$ cat src/rtl/biquad_seq_pkg.sv
// Shared types and constants for the biquad coefficient sequencer.
package biquad_seq_pkg;

  typedef enum logic [2:0] {
    ST_IDLE  = 3'd0,
    ST_FETCH = 3'd1,
    ST_WRITE = 3'd2,
    ST_UPD   = 3'd3,
    ST_DONE  = 3'd4
  } seq_state_e;

  localparam logic [6:0] UPDATE_OFS    = 7'h00;
  localparam logic [6:0] FIR_OFS       = 7'h04;
  localparam logic [6:0] POLE_OFS_BASE = 7'h10;

  localparam int OFS_W   = 7;
  localparam int DATA_W  = 18;
  localparam int ENTRY_W = OFS_W + DATA_W;

  localparam logic [DATA_W-1:0] UPDATE_DATA = 18'h00001;

endpackage

$ cat src/rtl/biquad_seq_list_ram.sv
// Command list storage: simple dual-port RAM, one write port, registered read port.
module biquad_seq_list_ram
  import biquad_seq_pkg::*;
#(
  parameter int DEPTH = 16,
  parameter int AW    = 4
) (
  input  logic               clk_i,
  input  logic               we_i,
  input  logic [AW-1:0]      wadr_i,
  input  logic [ENTRY_W-1:0] wdat_i,
  input  logic [AW-1:0]      radr_i,
  output logic [ENTRY_W-1:0] rdat_o
);

  logic [ENTRY_W-1:0] mem_q [DEPTH];

  always_ff @(posedge clk_i) begin
    if (we_i) begin
      mem_q[wadr_i] <= wdat_i;
    end
    rdat_o <= mem_q[radr_i];
  end

endmodule

$ cat src/rtl/biquad_coeff_sequencer.sv
// WISHBONE master replaying a host-written coefficient list into one biquad8 wrapper window.
// Define BIQUAD_SEQ_BROADCAST_EN to enable replaying the list to every filter with a global update.
module biquad_coeff_sequencer
  import biquad_seq_pkg::*;
#(
  parameter int NFILT     = 16,
  parameter int LISTDEPTH = 16,
  parameter int TIMEOUT   = 255
) (
  input  logic                                 wb_clk_i,
  input  logic                                 wb_rst_ni,
  input  logic                                 lst_wr_i,
  input  logic [$clog2(LISTDEPTH)-1:0]         lst_adr_i,
  input  logic [ENTRY_W-1:0]                   lst_dat_i,
  input  logic                                 start_i,
  input  logic [$clog2(LISTDEPTH):0]           count_i,
  input  logic [$clog2(NFILT)-1:0]             filt_i,
  input  logic                                 bcast_i,
  output logic                                 busy_o,
  output logic                                 done_o,
  output logic                                 err_o,
  output logic                                 m_cyc_o,
  output logic                                 m_stb_o,
  output logic                                 m_we_o,
  output logic [OFS_W+$clog2(NFILT)-1:0]       m_adr_o,
  output logic [31:0]                          m_dat_o,
  output logic [3:0]                           m_sel_o,
  input  logic                                 m_ack_i,
  input  logic                                 m_err_i,
  output logic                                 global_update_o
);

  localparam int FW = $clog2(NFILT);
  localparam int LW = $clog2(LISTDEPTH);
  localparam int CW = LW + 1;
  localparam logic [CW-1:0] MAX_COUNT = CW'(LISTDEPTH);
  localparam logic [FW-1:0] LAST_FILT = FW'(NFILT - 1);
  localparam logic [7:0]    TMO_LAST  = 8'(TIMEOUT - 1);

  seq_state_e         state_q, state_d;
  logic [CW-1:0]      idx_q, idx_d, cnt_q, cnt_d;
  logic [FW-1:0]      filt_q, filt_d;
  logic               bcast_q, bcast_d;
  logic               err_q, err_d;
  logic               cyc_q, cyc_d;
  logic [OFS_W-1:0]   ofs_q, ofs_d;
  logic [DATA_W-1:0]  dat_q, dat_d;
  logic [7:0]         tmo_q, tmo_d;
  logic [ENTRY_W-1:0] ramRdat;
  logic [CW-1:0]      idxNext;
  logic               startAccept, busAbort, busDone, bcastReq, listWe;

  assign startAccept = (state_q == ST_IDLE) && start_i;
  assign busy_o      = (state_q == ST_FETCH) || (state_q == ST_WRITE) || (state_q == ST_UPD);
  assign listWe      = lst_wr_i && !busy_o && !startAccept;

`ifdef BIQUAD_SEQ_BROADCAST_EN
  assign bcastReq        = bcast_i;
  assign global_update_o = (state_q == ST_UPD) && bcast_q;
`else
  logic unusedBcast;
  assign unusedBcast     = bcast_i;
  assign bcastReq        = 1'b0;
  assign global_update_o = 1'b0;
`endif

  biquad_seq_list_ram #(
    .DEPTH (LISTDEPTH),
    .AW    (LW)
  ) u_list (
    .clk_i  (wb_clk_i),
    .we_i   (listWe),
    .wadr_i (lst_adr_i),
    .wdat_i (lst_dat_i),
    .radr_i (idx_q[LW-1:0]),
    .rdat_o (ramRdat)
  );

  // An error response wins over a simultaneous ack.
  assign busAbort = cyc_q && (m_err_i || (!m_ack_i && (tmo_q == TMO_LAST)));
  assign busDone  = cyc_q && m_ack_i && !m_err_i;
  assign idxNext  = idx_q + CW'(1);

  always_ff @(posedge wb_clk_i or negedge wb_rst_ni) begin
    if (!wb_rst_ni) begin
      state_q <= ST_IDLE;
      idx_q   <= '0;
      cnt_q   <= '0;
      filt_q  <= '0;
      bcast_q <= 1'b0;
      err_q   <= 1'b0;
      cyc_q   <= 1'b0;
      ofs_q   <= '0;
      dat_q   <= '0;
      tmo_q   <= '0;
    end else begin
      state_q <= state_d;
      idx_q   <= idx_d;
      cnt_q   <= cnt_d;
      filt_q  <= filt_d;
      bcast_q <= bcast_d;
      err_q   <= err_d;
      cyc_q   <= cyc_d;
      ofs_q   <= ofs_d;
      dat_q   <= dat_d;
      tmo_q   <= tmo_d;
    end
  end

  always_comb begin
    state_d = state_q;
    idx_d   = idx_q;
    cnt_d   = cnt_q;
    filt_d  = filt_q;
    bcast_d = bcast_q;
    err_d   = err_q;
    cyc_d   = cyc_q;
    ofs_d   = ofs_q;
    dat_d   = dat_q;
    tmo_d   = tmo_q;
    unique case (state_q)
      ST_IDLE: begin
        if (start_i) begin
          cnt_d   = (count_i > MAX_COUNT) ? MAX_COUNT : count_i;
          filt_d  = bcastReq ? '0 : filt_i;
          bcast_d = bcastReq;
          err_d   = 1'b0;
          idx_d   = '0;
          state_d = (count_i != '0) ? ST_FETCH : ST_UPD;
        end
      end
      ST_FETCH: state_d = ST_WRITE;
      ST_WRITE: begin
        // First WRITE cycle captures the RAM word; strobes rise on the next one.
        if (!cyc_q) begin
          cyc_d = 1'b1;
          tmo_d = '0;
          ofs_d = ramRdat[ENTRY_W-1 -: OFS_W];
          dat_d = ramRdat[DATA_W-1:0];
        end else if (busAbort) begin
          cyc_d   = 1'b0;
          err_d   = 1'b1;
          state_d = ST_DONE;
        end else if (busDone) begin
          cyc_d = 1'b0;
          idx_d = idxNext;
          if (idxNext < cnt_q) begin
            state_d = ST_FETCH;
          end else if (bcast_q && (filt_q != LAST_FILT)) begin
            filt_d  = filt_q + FW'(1);
            idx_d   = '0;
            state_d = ST_FETCH;
          end else begin
            state_d = ST_UPD;
          end
        end else begin
          tmo_d = tmo_q + 8'd1;
        end
      end
      ST_UPD: begin
        if (bcast_q) begin
          state_d = ST_DONE;
        end else if (!cyc_q) begin
          cyc_d = 1'b1;
          tmo_d = '0;
          ofs_d = UPDATE_OFS;
          dat_d = UPDATE_DATA;
        end else if (busAbort) begin
          cyc_d   = 1'b0;
          err_d   = 1'b1;
          state_d = ST_DONE;
        end else if (busDone) begin
          cyc_d   = 1'b0;
          state_d = ST_DONE;
        end else begin
          tmo_d = tmo_q + 8'd1;
        end
      end
      ST_DONE: state_d = ST_IDLE;
      default: state_d = ST_IDLE;
    endcase
  end

  assign done_o  = (state_q == ST_DONE);
  assign err_o   = err_q;
  assign m_cyc_o = cyc_q;
  assign m_stb_o = cyc_q;
  assign m_we_o  = cyc_q;
  assign m_adr_o = {filt_q, ofs_q & 7'h7C};
  assign m_dat_o = {{(32-DATA_W){1'b0}}, dat_q};
  assign m_sel_o = 4'hF;

endmodule

$ cat config.mk
export PLATFORM = sky130hd
export DESIGN_NAME = biquad_coeff_sequencer
export DESIGN_NICKNAME = d
export VERILOG_FILES = /design/src/rtl/biquad_seq_pkg.sv /design/src/rtl/biquad_seq_list_ram.sv /design/src/rtl/biquad_coeff_sequencer.sv
export SDC_FILE = /design/constraint.sdc
export NUM_CORES = 1
export LEC_CHECK = 0
export CAP_MARGIN = 0
export CORE_MARGIN = 3
export CORE_UTILIZATION = 25
export DETAILED_ROUTE_END_ITERATION = 16
export SYNTH_ARGS = -nofsm -noshare
export SYNTH_HDL_FRONTEND = slang
export SYNTH_HIERARCHICAL = 1
export SYNTH_SLANG_ARGS = --single-unit
export TNS_END_PERCENT = 30
$ cat constraint.sdc
create_clock -name wb_clk_i -period 3.7 [get_ports wb_clk_i]
set_input_delay 0.925 -clock wb_clk_i [delete_from_list [all_inputs] [get_ports wb_clk_i]]
set_output_delay 0.925 -clock wb_clk_i [all_outputs]
set_load 0.01 [all_outputs]
Word-level counts from Yosys, hierarchy flattened
Memories as Yosys holds them, arrays and structs flattened. A register that Yosys moved wholly into a read port is not among the register bits.
Cells that the tools add are included.
- register bits: 52
- output and inout bits: 54
- word-level logic and storage cells: 99
- memories: 1
- RAM bits: 400
- bits of input ports: 45
- memory list (memory ; words ; bits a word ; read ports ; clocked after Yosys merged registers in ; write ports ; line ; text):
    u_list.mem_q ; 16 ; 25 ; 1 ; 1 ; 1 ; biquad_seq_list_ram.sv:16 ; logic [ENTRY_W-1:0] mem_q [DEPTH];
- equality and inequality tests: 19
- add/sub/neg operators: 2
- reduce and logical (&&, ||, !) cells: 27
- bitwise operators: 1
- order comparisons: 2
- muxes and demuxes: 38
- operator list (kind ; count):
    18-bit 2-to-1 mux ; 2
    18-bit one-hot mux with 2 select lines ; 1
    8-bit 2-to-1 mux ; 4
    5-bit 2-to-1 mux ; 5
    3-bit 2-to-1 mux ; 7
    2-bit inequality test, second input constant ; 8
    7-bit 2-to-1 mux ; 2
    7-bit one-hot mux with 2 select lines ; 1
    3-bit inequality test, second input constant ; 4
    3-bit one-hot mux with 4 select lines ; 1
    5-bit one-hot mux with 2 select lines ; 1
    5-bit AND reduction ; 2
    1-bit 2-to-1 mux ; 9
    8-bit by 1-bit adder with 8-bit output, second input constant ; 1
    8-bit equality test, second input constant ; 1
    4-bit 2-to-1 mux ; 2
    1-bit logical AND ; 7
    7-bit AND reduction ; 1
    3-bit by 2-bit equality test with 1-bit output, second input constant ; 2
    3-bit AND reduction ; 2
    5-bit by 1-bit adder with 5-bit output, second input constant ; 1
    5-bit > comparator, second input constant ; 1
    5-bit < comparator ; 1
    5-bit nonzero test ; 1
    other kinds (14) ; 22

Logic depth before layout (Yosys ltp)
Gate-level depths: netlist (run 1).
- depth in word-level cells: 8
- depth in mapped cells: 8
- gate-level depth less buffers: 8

Hierarchy
The synthesis (run 1) kept the hierarchy.
- by module, submodules not included (module ; area each (µm²) ; instances ; cells an instance ; seq. area each (µm²)):
    biquad_seq_list_ram ; 15551.2 ; 1 ; 660 ; 12512.0
    biquad_coeff_sequencer ; 2585.0 ; 1 ; 284 ; 1251.2

Worst setup path before layout (run 1)
OpenSTA, ideal clock, no wires.
- path type: input port to flip-flop
- from: input start_i
- to: memory u_list/mem_q[0][0] in the netlist's numbering, enable pin
- slack: -0.562 ns
- library setup time: 0.439 ns
- buffers on the path: 1
- cell stages on the path: 7
- arrival time: 3.823 ns
- data required time: 3.261 ns
- cells stage by stage: nor2b_1 nand2_2 buf_2 nand2_1 nor2_1 or3b_2 nor3_1
- longest elaborated chain between the ends: 5
- ends and longest elaborated chain (what ; line ; text):
    start, declared ; biquad_coeff_sequencer.sv:15 ; input logic start_i,
    1-bit logical AND ; biquad_coeff_sequencer.sv:53 ; assign startAccept = (state_q == ST_IDLE) && start_i;
    1-bit logical NOT ; biquad_coeff_sequencer.sv:55 ; assign listWe = lst_wr_i && !busy_o && !startAccept;
    1-bit logical AND ; biquad_coeff_sequencer.sv:55 ;
    via listWe ; biquad_coeff_sequencer.sv:51 ; logic startAccept, busAbort, busDone, bcastReq, listWe;
    1-bit 2-to-1 mux ; biquad_seq_list_ram.sv:19 ; if (we_i) begin
    1-bit 2-to-1 mux (implied by the code) ; biquad_seq_list_ram.sv:20 ; mem_q[wadr_i] <= wdat_i;
    end, declared ; biquad_seq_list_ram.sv:16 ;
The timed path passes the listed nets, and every way through them passes these cells.

Worst setup path after layout (run 1)
- from: register state_q[1]
- to: output done_o
- longest elaborated chain between the ends: 1
- ends and longest elaborated chain (what ; line ; text):
    start, declared ; biquad_coeff_sequencer.sv:40 ; seq_state_e state_q, state_d;
    start signal, assigned ; biquad_coeff_sequencer.sv:97 ; state_q <= state_d;
    3-bit equality test ; biquad_coeff_sequencer.sv:184 ; assign done_o = (state_q == ST_DONE);
    end, declared ; biquad_coeff_sequencer.sv:20 ; output logic done_o,
No other way between the ends.

==> results of run 1 <==
==> metrics by stage <==
step	std cells	hold slack (ns)	utilization	total power [mW]
final	1897	0.3841	0.3037	12.85
after global routing	1896	0.4234	0.3037	13.47
after CTS	1896	0.3768	0.3037	13.04
after detailed placement	1818	0.4239	0.2834	8.839
after global placement	1818	0.4173	0.2834	8.780
after floorplan	915	0.4087	-	7.921
==> sequential cells by signal (all words and copies together) (netlist names) <==
register	flops
u_list/mem_q	368
u_list/rdat_o	23
dat_q	18
tmo_q	8
cnt_q	5
idx_q	5
ofs_q	5
filt_q	4
state_q	3
err_o	1
m_cyc_o	1
==> layer usage <==
| layer | vias up | GRT usage | share of wire |
|---|---|---|---|
| met5 | - | 0 | 0.00035 |
| met3 | 42 | 0.02069 | 0.054 |
| met1 | 4427 | 0.1396 | 0.44 |
| li1 | 3728 | - | - |
| met4 | 2 | 0.02282 | 0.014 |
| met2 | 222 | 0.1712 | 0.49 |
==> power by group <==
group | switching (mW) | internal [mW] | total [mW]
Sequential | 0.290 | 5.83 | 6.12
Combinational | 1.29 | 1.25 | 2.55
Clock | 1.79 | 2.39 | 4.19
==> critical path, cell delays in order (launching register included) <==
cell and delay (ns):
dfrtp_1 0.52, nor2_1 0.24, and2_1 0.17, clkdlybuf4s50_1 0.53
==> layout make-up <==
| cell class | instances | share of cell area |
|---|---|---|
| flip-flops and latches | 441 | 0.6327 |
| multi-input cells | 401 | 0.1917 |
| clock buffers | 52 | 0.05604 |
| repair buffers | 106 | 0.05393 |
| well taps | 864 | 0.05356 |
| clock inverters | 26 | 0.01085 |
| inverters | 6 | 0.001116 |
| diodes | 1 | 0.0001240 |
==> layout by cell type (no fill, tap or decap), types with 4 or more instances in the layout <==
cell,instances
clkinvlp_4,4
a21oi_1,8
mux2_1,5
and2_1,4
clkbuf_16,44
nand2_1,90
buf_4,23
o21ai_0,5
or3_1,5
ha_1,7
nor2_1,7
nand4_1,5
a22oi_1,46
clkinv_1,9
mux4_2,92
nand3_1,7
nand2b_1,7
edfxtp_1,368
o21ai_1,36
conb_1,21
dfxtp_1,23
nor2_2,14
clkinv_2,8
buf_12,9
clkbuf_1,8
clkdlybuf4s50_1,73
inv_1,5
dfrtp_1,48
==> worst max-delay path by stage <==
stage | from | endpoint | slack [ns] | depth (start not counted)
5_1_grt | state_q[1]$_DFFE_PN0P_ | busy_o | 0.67 | 3
4_1_cts | state_q[1]$_DFFE_PN0P_ | done_o | 0.71 | 3
3_5_place_dp | start_i | u_list/mem_q[2][1]$_DFFE_PP_ | 0.38 | 9
2_1_floorplan | start_i | u_list/mem_q[12][0]$_DFFE_PP_ | -0.08 | 7
6_report | state_q[1]$_DFFE_PN0P_ | done_o | 0.77 | 3
3_3_place_gp | start_i | u_list/mem_q[0][4]$_DFFE_PP_ | 0.37 | 9
==> out/results.ini, run 1 <==
[power]
p_leak_nw=6.530
ir_worst_vdd_mv=0.2773
cellPowerDensity_nw_per_um2=636.6

[setup_path]
reg2reg_depth=7
cp_max_fo=13
r2r-start=state_q[1]$_DFFE_PN0P_
endpoint_kind=output port
worstPathArrival_ns=2.01
r2r_slack_ns=1.20
required_ns=2.77
reg2reg_to=u_list/mem_q[2][20]$_DFFE_PP_
critPathLaunchType=register
critPathKind=reg2out

[cts]
path_clk_slew_ns=0.06
htreeDepth=2
clockBufferDepth=3
clkLatencyLatePin_ns=0.55
post_cts.repair.setup_buffers=0
cts.sinks=441
hold_buffers=0
cts_root_buffer=clkbuf_16
cts-buffers-inserted=43
cts_resized=0
cts_tree=built

[floorplan]
die-area_um2=70830
core_area_um2=66450
ios=99
chipHeight_um=266.1
dieWidth_um=266.1
rows=94
initial_core_util=0.2546

[grt]
grt-ovfl-total=0
grt_max_degree=49
grt_pass1_wl_um=54790
antenna_found_initial=4
grt_pass1_vias=8586
track_usage=0.1029

[timing]
tightest_slew_ns=1.353
setup_violations=0
fin_crit_ns=2.932
timing.fmax_mhz=341.1
slew_viol_final=0
fin_worst_skew_ns=0.02112
rsz0062_at_grt=false
relSlewSlack=0.09424
hold_violations=0
final.period_utilization=0.7924
setup_ws_ns=0.7682
final.setup.tns_ns=0

[detailed_routing]
drt_first_iter_violations=733
post-route-drc-count=0
wl_per_cell_um=19.35
ant_nets=0
via_per_inst=4.439
wl_um=36710
firstDrtPassIters=5
vias=8421

[finish]
design_area_um2=20180
drive_gt1_frac=0.2083
multi_input_area_um2=3870
area.growth.synth_to_final_pct=19.31
regArea_um2=12770
nets=1051
fillCellCount=6390

[placement]
dpl.hpwl_um=23200
place.port_buffers=74
dp_slack_ns=0.3809
placed_area_um2=18830
gp_congestion=0.7049

[logic_synthesis]
yosys_warnings=6
syn_area_per_cell_um2=18.88
syn_inst=896
syn_area_um2=16920

[flow_run]
cap_violations=0

[hold_path]
hold_class=in2async

[run_status]
run_status=finished clean

No activity file was read; power rests on OpenSTA's default activity.
==> run 2, diff against run 1 <==
==> constraint.sdc (replaced) <==
create_clock -name wb_clk_i -period 2.43 [get_ports wb_clk_i]
set_input_delay 0.6075 -clock wb_clk_i [delete_from_list [all_inputs] [get_ports wb_clk_i]]
set_output_delay 0.6075 -clock wb_clk_i [all_outputs]
set_load 0.01 [all_outputs]
==> out/results.ini, run 2 (synthesis results as in run 1) <==
[timing]
setup_ws_ns=0.1355
setup_violations=0
slew_viol_final=0
holdWs_ns=0.09466
timing.fmax_mhz=435.8
relSlewSlack=0.4082
final.period_utilization=0.9443
fin_crit_ns=2.295
rsz0062_at_grt=false
fin_worst_skew_ns=0.01461
tightest_slew_ns=0.8867
hold_violations=0

[setup_path]
path_cells=clkdlybuf4s50_1
critPathKind=reg2out
required_ns=1.82
cp_max_fo=15
worstPathArrival_ns=1.69
crit_family=buffers and inverters
endpoint_kind=output port
path_buf_inv=1
r2r_slack_ns=0.28
r2r-start=state_q[1]$_DFFE_PN0P_
slowest_delay_ns=0.60
critPathLaunch=m_cyc_o$_DFFE_PN0N_
cp_slowest_cell=clkdlybuf4s50_1
critPathLaunchType=register

[grt]
grt_pass1_wl_um=54970
grt_max_degree=93
grt_pass1_vias=8804
grt-ovfl-total=0
track_usage=0.1030
antenna_found_initial=7

[cts]
cts.sinks=441
cts_root_buffer=clkbuf_16
hold_buffers=0
cts-buffers-inserted=44
htreeDepth=2
cts_tree=built
path_clk_slew_ns=0.06
clockBufferDepth=3
clkLatencyLatePin_ns=0.56

[placement]
dp_slack_ns=-0.3634
place.port_buffers=74
gp_congestion=0.7259
placed_area_um2=19150
dpl.hpwl_um=22230

[flow_run]
cap_violations=0

[finish]
largestRegisters=u_list/mem_q (368), u_list/rdat_o (23), dat_q (18)
regArea_um2=12770
nets=1068
area.growth.synth_to_final_pct=21.83
largest_register_ffs=368
utilization=0.3102
layout_common_cells=368 x edfxtp_1, 92 x mux4_2, 89 x nand2_1
fillCellCount=6391
design_area_um2=20610
drive_gt1_frac=0.2272
final_common_cell=edfxtp_1
multi_input_area_um2=3933
largest_register=u_list/mem_q

[detailed_routing]
wl_per_cell_um=18.77
ant_nets=0
wl_um=36000
via_per_inst=4.384
vias=8409
firstDrtPassIters=5
drt_first_iter_violations=502
post-route-drc-count=0

[power]
cellPowerDensity_nw_per_um2=979.0
p_leak_nw=6.719
total_power_mw=20.18
ir_worst_vdd_mv=0.3952

[floorplan]
rows=94
ios=99
chipHeight_um=266.1
initial_core_util=0.2546
die-area_um2=70830
core_area_um2=66450
dieWidth_um=266.1

[run_status]
run_status=finished clean

[hold_path]
hold_class=in2async

==> run 2: final cells by class <==
| class | count | share of cell area |
|---|---|---|
| Sequential cell | 441 | 0.6197 |
| Multi-Input combinational cell | 401 | 0.1908 |
| Timing Repair Buffer | 122 | 0.06659 |
| Clock buffer | 53 | 0.05609 |
| Tap cell | 864 | 0.05245 |
| Clock inverter | 29 | 0.01299 |
| Inverter | 6 | 0.001093 |
| Antenna cell | 2 | 0.0002428 |
==> run 2: path summary, 6_finish.rpt <==
check                                                end  cells past startpoint
min in group wb_clk_i               dat_q[2]$_DFFE_PN0P_                      2
max reg2reg                u_list/mem_q[2][17]$_DFFE_PP_                      9
max in group asynchronous           ofs_q[4]$_DFFE_PN0P_                      2
min reg2reg                         dat_q[2]$_DFFE_PN0P_                      2
min                                 tmo_q[6]$_DFFE_PN0P_                      1
max                                               m_we_o                      1
==> run 2: what timing repair did <==
action,CTS,global route
setup endpoints to repair,5,1
buffers inserted,0,2
gates resized for setup,5,3
==> run 2: report_power, final <==
part	switching (mW)	leakage (nW)	internal [mW]
sequential	0.352	4.14	8.88
clock	2.75	0.692	3.93
combinational	2.18	1.88	2.10
total	5.28	6.72	14.9
==> run 2: through the flow <==
stage | TNS [ns] | std cells
2_1_floorplan | -5.304 | 915
3_3_place_gp | -108.04 | 1832
3_5_place_dp | -118.71 | 1832
4_1_cts | -0.05971 | 1914
5_1_grt | 0 | 1916
6_report | 0 | 1918
==> run 2: per-layer routing <==
| layer | GRT usage | share of wire | vias up |
|---|---|---|---|
| met5 | 0 | 0.0011 | - |
| met4 | 0.02712 | 0.019 | 6 |
| met3 | 0.03223 | 0.069 | 53 |
| met2 | 0.1661 | 0.48 | 230 |
| met1 | 0.1350 | 0.43 | 4349 |
| li1 | - | - | 3771 |
